--- src/rtl/lsu_bus_master_if.sv ---
// Data-memory bus between the LSU (master) and the memory/responder (slave).
// One outstanding word-aligned request at a time; responses carry the full read word.
interface lsu_bus_master_if;
    logic        req_valid;
    logic        req_ready;
    logic        req_we;
    logic [29:0] req_addr;
    logic [3:0]  req_wstrb;
    logic [31:0] req_wdata;
    logic        rsp_valid;
    logic [31:0] rsp_rdata;

    modport master (
        output req_valid, req_we, req_addr, req_wstrb, req_wdata,
        input  req_ready, rsp_valid, rsp_rdata
    );

    modport slave (
        input  req_valid, req_we, req_addr, req_wstrb, req_wdata,
        output req_ready, rsp_valid, rsp_rdata
    );
endinterface

--- src/rtl/lsu_bus_master.sv ---
// MEM-stage load/store unit: turns one load or store into a single bus request,
// stalls the pipeline until it completes, extends load data, flags misalignment and timeouts.
module lsu_bus_master #(
    parameter int unsigned TIMEOUT = 255
) (
    input  logic             clk,
    input  logic             rst,
    input  logic             MemReadM,
    input  logic             MemWriteM,
    input  logic [31:0]      ALUResultM,
    input  logic [31:0]      WriteDataM,
    input  logic [2:0]       funct3M,
    output logic             StallLSU,
    output logic             LoadValid,
    output logic [31:0]      LoadData,
    output logic             MisalignM,
    output logic             BusError,
    lsu_bus_master_if.master bus
);
    typedef enum logic [1:0] {IDLE, REQ, WAIT_RSP, DONE} state_t;

    state_t      r_state;
    state_t      w_next;
    logic        r_we;
    logic [29:0] r_addr;
    logic [3:0]  r_wstrb;
    logic [31:0] r_wdata;
    logic [2:0]  r_funct3;
    logic [1:0]  r_lane;
    logic [15:0] r_cnt;
    logic [31:0] r_load_data;
    logic        r_bus_err;

    logic        w_pending;
    logic        w_misalign;
    logic        w_issue;
    logic        w_timeout;
    logic [1:0]  w_lane;
    logic [3:0]  w_strobe;

    // funct3[1:0] gives the access size: 00 byte, 01 half, anything else word.
    function automatic logic [3:0] f_strobe(input logic [2:0] f3, input logic [1:0] lane);
        case (f3[1:0])
            2'b00:   f_strobe = 4'b0001 << lane;
            2'b01:   f_strobe = lane[1] ? 4'b1100 : 4'b0011;
            default: f_strobe = 4'b1111;
        endcase
    endfunction

    function automatic logic [31:0] f_wdata(input logic [2:0] f3, input logic [31:0] wd,
                                            input logic [3:0] strb);
        logic [31:0] rep;
        case (f3[1:0])
            2'b00:   rep = {4{wd[7:0]}};
            2'b01:   rep = {2{wd[15:0]}};
            default: rep = wd;
        endcase
        for (int i = 0; i < 4; i++) begin
            f_wdata[8*i +: 8] = strb[i] ? rep[8*i +: 8] : 8'h00;
        end
    endfunction

    function automatic logic [31:0] f_extend(input logic [2:0] f3, input logic [1:0] lane,
                                             input logic [31:0] rdata);
        logic [31:0]        sh;
        logic signed [7:0]  b;
        logic signed [15:0] h;
        logic signed [31:0] s;
        sh = rdata >> {lane, 3'b000};
        b  = sh[7:0];
        h  = sh[15:0];
        case (f3)
            3'b000:  s = b;
            3'b001:  s = h;
            3'b100:  s = {24'h000000, sh[7:0]};
            3'b101:  s = {16'h0000, sh[15:0]};
            default: s = rdata;
        endcase
        f_extend = s;
    endfunction

    assign w_lane     = ALUResultM[1:0];
    assign w_pending  = MemReadM | MemWriteM;
    assign w_misalign = w_pending &&
                        (((funct3M[1:0] == 2'b01) && ALUResultM[0]) ||
                         (funct3M[1] && (ALUResultM[1:0] != 2'b00)));
    assign w_issue    = (r_state == IDLE) && w_pending && !w_misalign;
    assign w_timeout  = (r_state == WAIT_RSP) && !bus.rsp_valid &&
                        (r_cnt == 16'(TIMEOUT - 1));
    assign w_strobe   = MemWriteM ? f_strobe(funct3M, w_lane) : 4'b0000;

    always_comb begin
        w_next = r_state;
        case (r_state)
            IDLE:     if (w_issue) w_next = REQ;
            REQ:      if (bus.req_ready) w_next = WAIT_RSP;
            WAIT_RSP: if (bus.rsp_valid || w_timeout) w_next = DONE;
            DONE:     w_next = IDLE;
            default:  w_next = IDLE;
        endcase
    end

    always_ff @(posedge clk) begin
        if (rst) begin
            r_state     <= IDLE;
            r_we        <= 1'b0;
            r_addr      <= '0;
            r_wstrb     <= '0;
            r_wdata     <= '0;
            r_funct3    <= '0;
            r_lane      <= '0;
            r_cnt       <= '0;
            r_load_data <= '0;
            r_bus_err   <= 1'b0;
        end else begin
            r_state   <= w_next;
            r_bus_err <= w_timeout;
            r_cnt     <= (r_state == WAIT_RSP) ? r_cnt + 16'd1 : 16'd0;
            if (w_issue) begin
                r_we     <= MemWriteM;
                r_addr   <= ALUResultM[31:2];
                r_wstrb  <= w_strobe;
                r_wdata  <= MemWriteM ? f_wdata(funct3M, WriteDataM, w_strobe) : 32'h0;
                r_funct3 <= funct3M;
                r_lane   <= w_lane;
            end
            // A timed-out load still completes, with a zero result.
            if ((r_state == WAIT_RSP) && bus.rsp_valid && !r_we)
                r_load_data <= f_extend(r_funct3, r_lane, bus.rsp_rdata);
            else if (w_timeout && !r_we)
                r_load_data <= 32'h0;
        end
    end

    assign StallLSU      = w_issue || (r_state == REQ) || (r_state == WAIT_RSP);
    assign MisalignM     = (r_state == IDLE) && w_misalign;
    assign LoadValid     = (r_state == DONE) && !r_we;
    assign LoadData      = r_load_data;
    assign BusError      = r_bus_err;
    assign bus.req_valid = (r_state == REQ);
    assign bus.req_we    = r_we;
    assign bus.req_addr  = r_addr;
    assign bus.req_wstrb = r_wstrb;
    assign bus.req_wdata = r_wdata;
endmodule

--- src/flat_wrapper.sv ---
// flat-port wrapper written by rule: the top's interface ports become plain ports
module lsu_bus_master_flat 
#(
    parameter int unsigned TIMEOUT = 255
)
  (clk, rst, MemReadM, MemWriteM, ALUResultM, WriteDataM, funct3M, StallLSU, LoadValid, LoadData, MisalignM, BusError, bus_req_valid, bus_req_we, bus_req_addr, bus_req_wstrb, bus_req_wdata, bus_req_ready, bus_rsp_valid, bus_rsp_rdata);
  lsu_bus_master_if bus_i ();
  input  logic clk;
  input  logic rst;
  input  logic MemReadM;
  input  logic MemWriteM;
  input  logic [31:0] ALUResultM;
  input  logic [31:0] WriteDataM;
  input  logic [2:0] funct3M;
  output logic StallLSU;
  output logic LoadValid;
  output logic [31:0] LoadData;
  output logic MisalignM;
  output logic BusError;
  output wire logic [$bits(bus_i.req_valid)-1:0] bus_req_valid;
  output wire logic [$bits(bus_i.req_we)-1:0] bus_req_we;
  output wire logic [$bits(bus_i.req_addr)-1:0] bus_req_addr;
  output wire logic [$bits(bus_i.req_wstrb)-1:0] bus_req_wstrb;
  output wire logic [$bits(bus_i.req_wdata)-1:0] bus_req_wdata;
  input wire logic [$bits(bus_i.req_ready)-1:0] bus_req_ready;
  input wire logic [$bits(bus_i.rsp_valid)-1:0] bus_rsp_valid;
  input wire logic [$bits(bus_i.rsp_rdata)-1:0] bus_rsp_rdata;
  assign bus_req_valid = bus_i.req_valid;
  assign bus_req_we = bus_i.req_we;
  assign bus_req_addr = bus_i.req_addr;
  assign bus_req_wstrb = bus_i.req_wstrb;
  assign bus_req_wdata = bus_i.req_wdata;
  assign bus_i.req_ready = bus_req_ready;
  assign bus_i.rsp_valid = bus_rsp_valid;
  assign bus_i.rsp_rdata = bus_rsp_rdata;
  lsu_bus_master #(.TIMEOUT(TIMEOUT)) u_core (.clk(clk), .rst(rst), .MemReadM(MemReadM), .MemWriteM(MemWriteM), .ALUResultM(ALUResultM), .WriteDataM(WriteDataM), .funct3M(funct3M), .StallLSU(StallLSU), .LoadValid(LoadValid), .LoadData(LoadData), .MisalignM(MisalignM), .BusError(BusError), .bus(bus_i));
endmodule
--- config.mk ---
export PLATFORM = sky130hd
export DESIGN_NAME = lsu_bus_master_flat
export DESIGN_NICKNAME = d
export VERILOG_FILES = /design/src/rtl/lsu_bus_master_if.sv /design/src/rtl/lsu_bus_master.sv /design/src/flat_wrapper.sv
export SDC_FILE = /design/constraint.sdc
export NUM_CORES = 1
export LEC_CHECK = 0
export CAP_MARGIN = 25
export CORE_MARGIN = 4
export CORE_UTILIZATION = 42
export CTS_BUF_LIST = sky130_fd_sc_hd__clkbuf_4 sky130_fd_sc_hd__clkbuf_8 sky130_fd_sc_hd__clkbuf_16
export DETAILED_ROUTE_END_ITERATION = 10
export GPL_TIMING_DRIVEN = 0
export PLACE_DENSITY = 0.78
export SLEW_MARGIN = 10
export SYNTH_ARGS = -nofsm -noshare
export SYNTH_HDL_FRONTEND = slang
export SYNTH_SLANG_ARGS = --single-unit
--- constraint.sdc ---
create_clock -name clk -period 2.5 [get_ports clk]
set_input_delay 0.375 -clock clk [delete_from_list [all_inputs] [get_ports clk]]
set_output_delay 0.375 -clock clk [all_outputs]
set_load 0.01 [all_outputs]
== After elaboration in Yosys (flattened, before gate mapping) ==
Index checks and enable logic that the tools add are counted.
Operators by class
  $add $sub $neg: 1
  multiply operators: 0
  div/mod/pow operators: 0
  order comparisons: 0
  equal/unequal tests: 11
  shifts and indexed selects: 2
  mux-type cells: 16
  bitwise operators: 2
  reductions and logical operators: 26
Operator list (count)
  32-bit one-hot mux with 4 select lines: 1
  32-bit 2-to-1 mux: 3
  32-bit one-hot mux with 2 select lines: 1
  8-bit 2-to-1 mux: 4
  32-bit by 5-bit >> shifter with 16-bit output: 1
  16-bit by 1-bit adder with 16-bit output, second input constant: 1
  16-bit by 8-bit equality test with 1-bit output, second input constant: 1
  1-bit logical AND: 12
  4-bit 2-to-1 mux: 2
  2-bit one-hot mux with 4 select lines: 1
  4-bit one-hot mux with 2 select lines: 1
  3-bit equality test, second input constant: 2
  2-bit 2-to-1 mux: 3
  2-bit by 1-bit equality test with 1-bit output, second input constant: 2
  2-bit equality test, second input constant: 2
  2-bit zero test: 2
  1-bit logical OR: 4
  2-bit by 1-bit inequality test with 1-bit output, second input constant: 2
  2-bit nonzero test: 2
  1-bit by 2-bit left shift with 4-bit output, first input constant: 1
  3-bit by 1-bit equality test with 1-bit output, second input constant: 1
  1-bit zero test: 3
  3-bit zero test: 1
  3-bit AND reduction: 1
  4 further kinds: 4
Word-level totals
  register bits after elaboration: 123
  bits in latches: 0
  memory bits (writable): 0
  bits in read-only memories: 0
  input bits: 105
  memories kept: 0

== Logic depth before layout (Yosys ltp) ==
  depth in word-level cells: 8
  gate-level depth with buffers: 8
  depth with buffers taken out: 7

== Worst setup path after synthesis ==
Ideal clock, no wire load.
  path kind: reg-to-reg
  start: reg u_core.r_cnt[0]
  end: reg u_core.r_load_data[16] (netlist: u_core.LoadData[16])
  library setup time: 122 ps
  arrival time: 1905 ps
  slack: 473 ps
  stages on the path, launching flop included: 8
  path buffers: 1
  clock period less this slack: 2027 ps
  cell sequence: dfxtp_1 -> inv_1 -> ha_1 -> or4b_4 -> nor4_4 -> a311oi_4 -> buf_6 -> a221o_1
Between the ends
  longest elaborated chain between the ends: 4
RTL lines
  start: declaration: RTL line lsu_bus_master.sv:30  | logic [15:0] r_cnt;
  start signal: assignment: RTL line lsu_bus_master.sv:118  | r_cnt <= (r_state == WAIT_RSP) ? r_cnt + 16'd1 : 16'd0;
  16-bit by 8-bit equality test with 1-bit output: RTL line lsu_bus_master.sv:89  | (r_cnt == 16'(TIMEOUT - 1));
  1-bit logical AND: RTL line lsu_bus_master.sv:88  | assign w_timeout = (r_state == WAIT_RSP) && !bus.rsp_valid &&
  1-bit logical AND: RTL line lsu_bus_master.sv:130  | else if (w_timeout && !r_we)
  2-bit nonzero test (no line)
  end signal: assignment: RTL line lsu_bus_master.sv:129  | r_load_data <= f_extend(r_funct3, r_lane, bus.rsp_rdata);
  end: declaration: RTL line lsu_bus_master.sv:31  | logic [31:0] r_load_data;
No other way between the ends.
A chain may end at the register's enable or synchronous reset.

== Worst setup path in the final report ==
  start: reg u_core.r_state[0]
  end: reg u_core.r_load_data[26] (netlist: u_core.LoadData[26])
Between the ends
  longest elaborated chain between the ends: 5
  elaborated cells on any way between the ends: 8
RTL lines
  start: declaration: RTL line lsu_bus_master.sv:22  | state_t r_state;
  start signal: assignment: RTL line lsu_bus_master.sv:116  | r_state <= w_next;
  2-bit equality test (*): RTL line lsu_bus_master.sv:88, lsu_bus_master.sv:128
  1-bit logical AND (2 in series): RTL line lsu_bus_master.sv:88
  1-bit logical AND: RTL line lsu_bus_master.sv:130
  2-bit nonzero test (no line)
Mark *: on every way between the ends. The rest lies on a longest branch, timed or not.

==> results.cfg <==
[floorplanning]
dieArea_mm2 = 0.0145
initial_utilization = 0.435
core_mm2 = 0.0122
die_h_um = 120
boundaryPins = 209
dieWidth_um = 120
placement_rows = 40

[yosys]
ys_ff_latch = 123
netlist-cell-type-count = 43
synth-edff-count = 0
syn_area_per_cell_um2 = 8.69
synth_area_mm2 = 0.00529
synthFlopType = dfxtp_1
syn_inst = 609
ys_seq_area_frac = 0.465
synthArstFlopShare = 0
yosys_warnings = 0
synth_nets = 721

[place]
gp_congestion = 0.883
hpwlAfterDp_mm = 13.7
port_buffers = 206
dpl_cell_area_mm2 = 0.00756

[timing]
hold_slack_ns = 0.356
max_freq_mhz = 429
worstMarginPinSlew_ns = 0.978
hold_viol = 0
finClkSkew_ns = 0.00700
rsz0062_at_grt = false
slew_headroom = 0.343
slew_violations = 0
min_period_over_period = 0.933
post-route-min-period_ns = 2.33
setup_viol = 0

[pwr]
internal_power_mw = 4.79
p_sw_frac = 0.292
seq_power_share = 0.343
switchingPower_mw = 1.98
clkPwrFrac = 0.381
leakagePower_nw = 3.03
cellPowerDensity_mw_per_mm2 = 824
combPwrFrac = 0.277
ir_drop_v = 0.000514

[global_route]
grt_pass1_wl_mm = 28.5
grt_use_total = 0.247
grt_max_degree = 17
gr-total-overflow = 0
grt_pass1_vias = 5528
antenna_found_initial = 1

[drt]
drt-wirelength-per-cell_um = 17.6
drcViolationCount = 0
drt_iter0_drc = 496
vias = 5498
drt-pass1-iter-count = 5
ant_nets = 0
avgViaCountPerCell = 5.41
routed_wl_mm = 17.9

[layout]
final_nets = 948
final_area_mm2 = 0.00822
fill_cells = 999
synthToLayoutAreaGrowth_pct = 55.4
regArea_mm2 = 0.00246
final_layout_size_suffix_gt1_frac = 0.0743
multi_input_area_mm2 = 0.00263

[clocking]
cts_tree = built
htree_levels = 4
clock-root-buffer = clkbuf_16
cts.sinks = 123
cts_made_buffers = 17
cts.path.max_buffers = 2
clkTransAtPathRegs_ns = 0.05
clkLatencyLatePin_ns = 0.41

[setup_path]
cp-endpoint = u_core.LoadData[26]$_SDFFE_PP0P_
reg2reg_depth = 7
cp_max_fo = 10
critPathKind = reg2reg
crit_path_end_kind = flop
crit_required_ns = 2.85
r2r-start = u_core.r_state[0]$_SDFFE_PP0P_
worstSetupStartpoint = u_core.r_state[0]$_SDFFE_PP0P_
arrival_ns = 2.68
r2r-end = u_core.LoadData[26]$_SDFFE_PP0P_
startpoint_type = flop
ff2ff_setup_slack_ns = 0.17

[worst_hold_path]
hold_path_class = in2reg
hold_path_depth = 3

[run]
maxCapViolations = 0

[run_status]
status = complete, no violations
==> synthesized netlist by cell type, types with 8 or more instances <==
cell type  instances  share of area
nand2_1          113          0.080
inv_1             10         0.0071
clkbuf_1          30          0.021
o21ai_0           29          0.027
xor2_1            10          0.017
a221o_1           22          0.042
a22oi_1           24          0.034
dfxtp_1          123           0.47
a21oi_1           71          0.067
nor2_1            60          0.043
mux2i_1           26          0.049
mux2_2             8          0.017
o221ai_1           9          0.015
nand3_1            8         0.0076
==> power groups by stage <==
stage | registers (mW) | clock network, mW | logic, mW
final | 2.32 | 2.58 | 1.87
after CTS | 2.32 | 2.61 | 1.87
after detailed placement | 2.36 | 0 | 1.86
after floorplan | 2.43 | 0 | 0.884
after global routing | 2.34 | 2.70 | 2.05
after global placement | 2.35 | 0 | 1.81
==> what timing repair did <==
item / in CTS / in global routing
resized for setup: 5 / 0
endpoints found under the setup margin: 2 / 10
setup buffers: 0 / 2
hold buffers: 0 / 0
==> cell usage in the layout (no fill, tap or decap), drive strengths merged, types with 2 or more instances in the layout <==
master,netlist,final
a311oi,2,2
or3,8,8
mux2,8,8
o221ai,9,9
dfxtp,123,123
nand3b,2,2
clkdlybuf4s50,0,203
a22oi,24,24
mux2i,26,26
xnor2,3,3
or2,3,3
nand4,4,4
nor2,61,61
bufinv,0,3
nand3,8,8
a21oi,71,71
clkinv,0,2
inv,10,10
clkbuf,30,54
dlygate4sd2,0,3
nor3,5,5
nand2,113,113
nor2b,4,4
buf,10,13
ha,7,7
nand2b,3,3
o21ai,29,29
xor2,10,10
a221o,22,22
and3,3,3
==> per-stage QoR <==
stage / setup TNS, ns / setup slack [ns] / std cells / utilization / power [mW]
CTS: 0 / 0.123 / 1013 / 0.674 / 6.80
detailed placement: -5.28 / -0.455 / 983 / 0.622 / 4.22
global placement: -1.11 / -0.432 / 983 / 0.622 / 4.15
finish: 0 / 0.168 / 1017 / 0.676 / 6.77
global route: 0 / 0.0162 / 1017 / 0.676 / 7.10
floorplan: 0 / 0.473 / 609 / - / 3.31
==> critical path, stage by stage, from the launching register on <==
cell and delay [ns]:
dfxtp_1 0.32, inv_1 0.12, ha_1 0.32, nand3b_1 0.16, nor2_1 0.43, nor4b_4 0.46, buf_2 0.30, a221o_1 0.14
==> worst min path at each step <==
stage	from	end	slack, ns
global route	ALUResultM[0]	u_core.r_lane[0]$_SDFFE_PP0P_	0.39
CTS	ALUResultM[0]	u_core.r_lane[0]$_SDFFE_PP0P_	0.34
floorplan	u_core.r_cnt[0]$_SDFF_PP0_	u_core.r_cnt[0]$_SDFF_PP0_	0.44
finish	ALUResultM[0]	u_core.r_lane[0]$_SDFFE_PP0P_	0.36
global placement	u_core.LoadData[4]$_SDFFE_PP0P_	u_core.LoadData[4]$_SDFFE_PP0P_	0.43
detailed placement	u_core.LoadData[5]$_SDFFE_PP0P_	u_core.LoadData[5]$_SDFFE_PP0P_	0.43
==> kinds of logic (layout without fill, tap and decap cells) <==
logic type,Yosys count,after routing,share of synthesized area
adder cells (fa/ha/maj),7,7,0.0166
flip-flops,123,123,0.465
buffers and inverters,50,289,0.0407
AO/OA/AOI/OAI,161,161,0.198
AND/OR/NAND/NOR,220,220,0.187
other,0,1,0
XOR/XNOR,13,13,0.0215
multiplexers,35,35,0.0705
==> metal layers <==
metal  vias up  track usage  wire (um)
li1       2601            -          -
met1      2601        0.289       7380
met2       253        0.409       8400
met3        43       0.0837       1530
met4         0        0.114        583
met5         -            0          0
==> area by class of cell <==
cell class                      instances  area share
Timing Repair Buffer                  209       0.253
Multi-Input combinational cell        436       0.319
Inverter                               10     0.00457
Clock buffer                           25      0.0636
Sequential cell                       123       0.300
Clock inverter                          6      0.0131
Antenna cell                            1    0.000304
Buffer                                 39      0.0212
Tap cell                              168      0.0256
==> registers in the layout, summed over array words and instances (netlist names) <==
name	count
u_core.bus.req_wdata	32
u_core.r_lane	2
u_core.r_cnt	16
u_core.LoadData	32
u_core.bus.req_we	1
u_core.bus.req_addr	30
u_core.BusError	1
u_core.bus.req_wstrb	4
u_core.r_funct3	3
u_core.r_state	2
(Power assumes the default switching activity.)
==> RTL edit 1: new RTL, same flow settings <==
Re-encode `state_t` (4 states) as one-hot, 4 bits wide.
--- a/src/rtl/lsu_bus_master.sv
+++ b/src/rtl/lsu_bus_master.sv
@@ -17,7 +17,7 @@
     output logic             BusError,
     lsu_bus_master_if.master bus
 );
-    typedef enum logic [1:0] {IDLE, REQ, WAIT_RSP, DONE} state_t;
+    typedef enum logic [3:0] {IDLE = 4'b0001, REQ = 4'b0010, WAIT_RSP = 4'b0100, DONE = 4'b1000} state_t;
 
     state_t      r_state;
     state_t      w_next;
Behaviour: same outputs for any inputs over 10 cycles, from zero or initial values and one cycle with rst high; not proved beyond that.
==> RTL edit 1 against the unedited design <==
Worst setup slack got worse by 6.6 ps; wire length decreased by 1.2%; hold slack improved by 11 ps; maximum frequency decreased by 0.28%; area after synthesis increased by 2.3%; clock skew decreased by 3.1 ps; global-route usage decreased by 0.86 points; sequential cell count increased by 2; cell area increased by 0.20%; die area increased by 2.1%.
Power is not compared: it rests on default switching activity, and its combinational part moved more than twofold at a synthesized area within 25%.
==> RTL edit 1: results (changes against the unedited design) <==
multi-input logic area 2668 µm² (was 2625 µm²); register area 2504 µm² (was 2462 µm²); initial antenna violation count 0 (was 1); CLK BUF 26 (was 25); status finished, final reports clean (unchanged); Detailed Routing Iterations Pass 1 6 (was 5); vias in the first global route 5,517 (was 5,528); Max VDD drop approximately 0.00036 V; clk_skew 3.933 ps (was 7.000 ps); total length of routed met2 wires 8479 µm (was 8402 µm); register area share after synthesis 46.24% (was 46.54%); global-route wire length before repair 27,970 µm (was 28,480 µm); DRT iter0 DRCs 404 (was 496); count of multi-input gates 412 (was 436); fin nets 928 (was 948); port bufs 205 (was 206); RePlAce Congestion 0.8841 (was 0.8832); GR Util met1 27.17% (was 28.92%); Met3 Wirelength 1872 µm (was 1530 µm); routing usage on met2 38.83% (was 40.92%); Final clock-cell share 6.578% (was 7.671%); per-cell routed wire length 17.67 µm (was 17.59 µm); Final HPWL DP 13,410 µm (was 13,720 µm); Critical Path AT 2640 ps (was 2680 ps); share of cells above drive strength 1 7.600% (was 7.429%); Non-clock buffering overhead 27.21% (was 27.40%); total track usage 23.85% (was 24.72%); diode count 0 (was 1); DR vias 5,519 (was 5,498); Synth area leaders dfxtp_1 (46%), nand2_1 (6.5%), a21oi_1 (5.9%), mux2i_1 (4.4%), a221o_1 (3.0%) (was dfxtp_1 (47%), nand2_1 (8.0%), a21oi_1 (6.7%), mux2i_1 (4.9%), nor2_1 (4.3%)); Mapped Nets 704 (was 721); worst hold start MemWriteM (was ALUResultM[0])
[RTL edit 1: path summary, 6_finish.rpt]
check | end | slack [ps] | cells past startpoint
min reg2reg | u_core.bus.req_wstrb[3] | 450 | 2
min | u_core.bus.req_we | 370 | 3
max reg2reg | u_core.LoadData[24] | 160 | 7
max | u_core.LoadData[24] | 160 | 7
[RTL edit 1: worst max-delay path, stage by stage (launching register included)]
cell and delay, ps:
dfxtp_1 340, inv_1 60, ha_1 130, or4b_4 470, nor4_4 490, o22ai_4 220
buf_6 200, a221o_1 300
[RTL edit 1: per-stage QoR]
step / hold WS, ps / std cells / utilization (%) / area, µm² / setup WS [ps]
6_report: 367.6 / 1001 / 65.27 / 8237 / 161.2
5_1_grt: 431.0 / 1001 / 65.27 / 8237 / 37.37
4_1_cts: 351.4 / 1001 / 65.24 / 8233 / 8.263
3_5_place_dp: 445.6 / 974 / 60.85 / 7679 / -223.5
3_3_place_gp: 442.1 / 974 / 60.85 / 7679 / -134.4
2_1_floorplan: 437.3 / 597 / - / 5411 / 438.3
[RTL edit 1: power by group through the flow]
stage | logic (mW) | registers, mW | clock network [mW]
after detailed placement | 0.780 | 2.16 | 0
after CTS | 0.788 | 2.12 | 2.28
final | 0.789 | 2.12 | 2.25
after global routing | 0.849 | 2.13 | 2.37
after global placement | 0.763 | 2.15 | 0
after floorplan | 0.326 | 2.18 | 0
[RTL edit 1: cell families (layout without fill, tap and decap cells)]
group | Yosys count | count (layout) | synth area share (%)
flops | 125 | 125 | 46.24
simple gates | 198 | 198 | 18.50
compound gates | 176 | 176 | 23.58
xor+xnor | 10 | 10 | 1.618
buf+inv | 60 | 292 | 4.740
fa+ha+maj | 2 | 2 | 0.4624
mux | 26 | 26 | 4.855
==> RTL edit 2: new RTL, same flow settings <==
Without the edit above. `TIMEOUT` is set to 255 in 2 places; all go to 191.
--- a/src/rtl/lsu_bus_master.sv
+++ b/src/rtl/lsu_bus_master.sv
@@ -1,7 +1,7 @@
 // MEM-stage load/store unit: turns one load or store into a single bus request,
 // stalls the pipeline until it completes, extends load data, flags misalignment and timeouts.
 module lsu_bus_master #(
-    parameter int unsigned TIMEOUT = 255
+    parameter int unsigned TIMEOUT = 191
 ) (
     input  logic             clk,
     input  logic             rst,
--- a/src/flat_wrapper.sv
+++ b/src/flat_wrapper.sv
@@ -1,7 +1,7 @@
 // flat-port wrapper written by rule: the top's interface ports become plain ports
 module lsu_bus_master_flat 
 #(
-    parameter int unsigned TIMEOUT = 255
+    parameter int unsigned TIMEOUT = 191
 )
   (clk, rst, MemReadM, MemWriteM, ALUResultM, WriteDataM, funct3M, StallLSU, LoadValid, LoadData, MisalignM, BusError, bus_req_valid, bus_req_we, bus_req_addr, bus_req_wstrb, bus_req_wdata, bus_req_ready, bus_rsp_valid, bus_rsp_rdata);
   lsu_bus_master_if bus_i ();
Function: no difference found for any inputs over 10 cycles, from zero or initial values and one cycle with rst high; that may be too few to reach the edited logic, so the function may still have changed.
==> RTL edit 2 against the unedited design <==
Hold slack lost 63 ps; area after synthesis grew 1.8%; worst setup slack lost 33 ps; sequential cell count is the same; wire length shrank 2.4%; total power shrank 3.4%; cell area grew 0.40%; core utilization shrank 1.9 points; highest routed layer unchanged.
==> RTL edit 2: results (changes against the unedited design) <==
P_leak 3.030 nW (was 3.033 nW); top cells by count, synth dfxtp_1 (123), nand2_1 (78), nor2_1 (55) (was dfxtp_1 (123), nand2_1 (113), a21oi_1 (71)); placed insts 963 (was 983); fin nets 922 (was 948); Sw Ratio 29.74% (was 29.24%); per-cell routed wire length 17.59 µm (about the same); Hold Path Stages 3 (unchanged); initial antenna violation count 0 (was 1); Crit Path Max Fanout 9 (was 10); clk_skew 6.340 ps (was 7.000 ps); top-area cell type share of the netlist area 45.69% (was 46.54%); diode count 0 (was 1); Synth cell types 53 (was 43); Worst-path clk slew 50 ps (about the same); Mapped Nets 698 (was 721); routed vias/inst 5.349 (was 5.406); DRT iter0 DRCs 381 (was 496); Rel. slew slack 46.90% (was 34.33%); total track usage 23.25% (was 24.72%); Synth area leaders dfxtp_1 (46%), nand2_1 (5.4%), mux2i_1 (4.5%), a21oi_1 (4.2%), a221o_1 (4.1%) (was dfxtp_1 (47%), nand2_1 (8.0%), a21oi_1 (6.7%), mux2i_1 (4.9%), nor2_1 (4.3%)); synthesized instance count 586 (was 609); status finished, final reports clean (unchanged); global-route wire length before repair 26,910 µm (was 28,480 µm); Final HPWL DP 13,140 µm (was 13,720 µm); vias in the first global route 5,309 (was 5,528); Max VDD drop 0.0005379 V (was 0.0005140 V); CTS Root Cell clkbuf_16 (unchanged); RePlAce Congestion 0.9009 (was 0.8832); Post-Route WL 17,460 µm (was 17,890 µm); port bufs 205 (was 206); register area share after synthesis 45.69% (was 46.54%); Critical Path AT 1990 ps (was 2680 ps); share of cells above drive strength 1 9.257% (was 7.429%)
## RTL edit 2: cell type report
cell class / count / area (µm²)
clock inverter: 1 / 5.005
buffer: 43 / 196.4
inverter: 17 / 63.81
sequential: 123 / 2464
fill: 1026 / 4315
timing repair buffer: 206 / 2059
clock buffer: 29 / 553.0
multi-input combinational: 402 / 2696
tap: 172 / 215.2
## RTL edit 2: path summary, 6_finish.rpt
check | from | endpoint | slack (ps)
worst max-delay path | u_core.r_state[0] | StallLSU | 140
worst min-delay path | ALUResultM[0] | u_core.r_lane[0] | 290
worst max register to register | u_core.r_state[0] | u_core.LoadData[21] | 280
worst min register to register | u_core.bus.req_addr[1] | u_core.bus.req_addr[1] | 450
## RTL edit 2: cell families after synthesis
group | count (synthesis) | synth area share, %
simple gates | 181 | 15.25
fa+ha+maj | 7 | 1.625
xor+xnor | 13 | 2.113
mux | 42 | 8.428
buf+inv | 61 | 4.922
flops | 123 | 45.69
compound gates | 159 | 21.96
## RTL edit 2: power groups by stage
stage	Sequential, mW	Clock (mW)	Combinational (mW)
6_report	2.33	2.30	1.91
5_1_grt	2.36	2.42	2.08
4_1_cts	2.33	2.32	1.90
3_5_place_dp	2.37	0	1.89
3_3_place_gp	2.36	0	1.84
2_1_floorplan	2.43	0	0.919
## RTL edit 2: critical path: stages, from the launching register on
cell and delay (ps):
dfxtp_1 350, inv_1 90, ha_1 190, buf_2 160, o221a_4 180, or3_1 340, clkdlybuf4s15_1 250
## RTL edit 2: metrics by stage
stage                     instance area (µm²)  setup slack [ps]
final                                    8253             135.1
after global placement                   7656            -333.0
after floorplan                          5389             570.6
after CTS                                8227             15.44
after detailed placement                 7656            -371.6
after global routing                     8253             1.348
## RTL edit 2: metal layers
metal  part of all wire (%)  GRT usage (%)  vias up
met3                    8.8          9.044       27
met1                     41          26.67     2501
li1                       -              -     2563
met4                    2.3          8.894        0
met2                     48          39.11      221
met5                      0              0        -
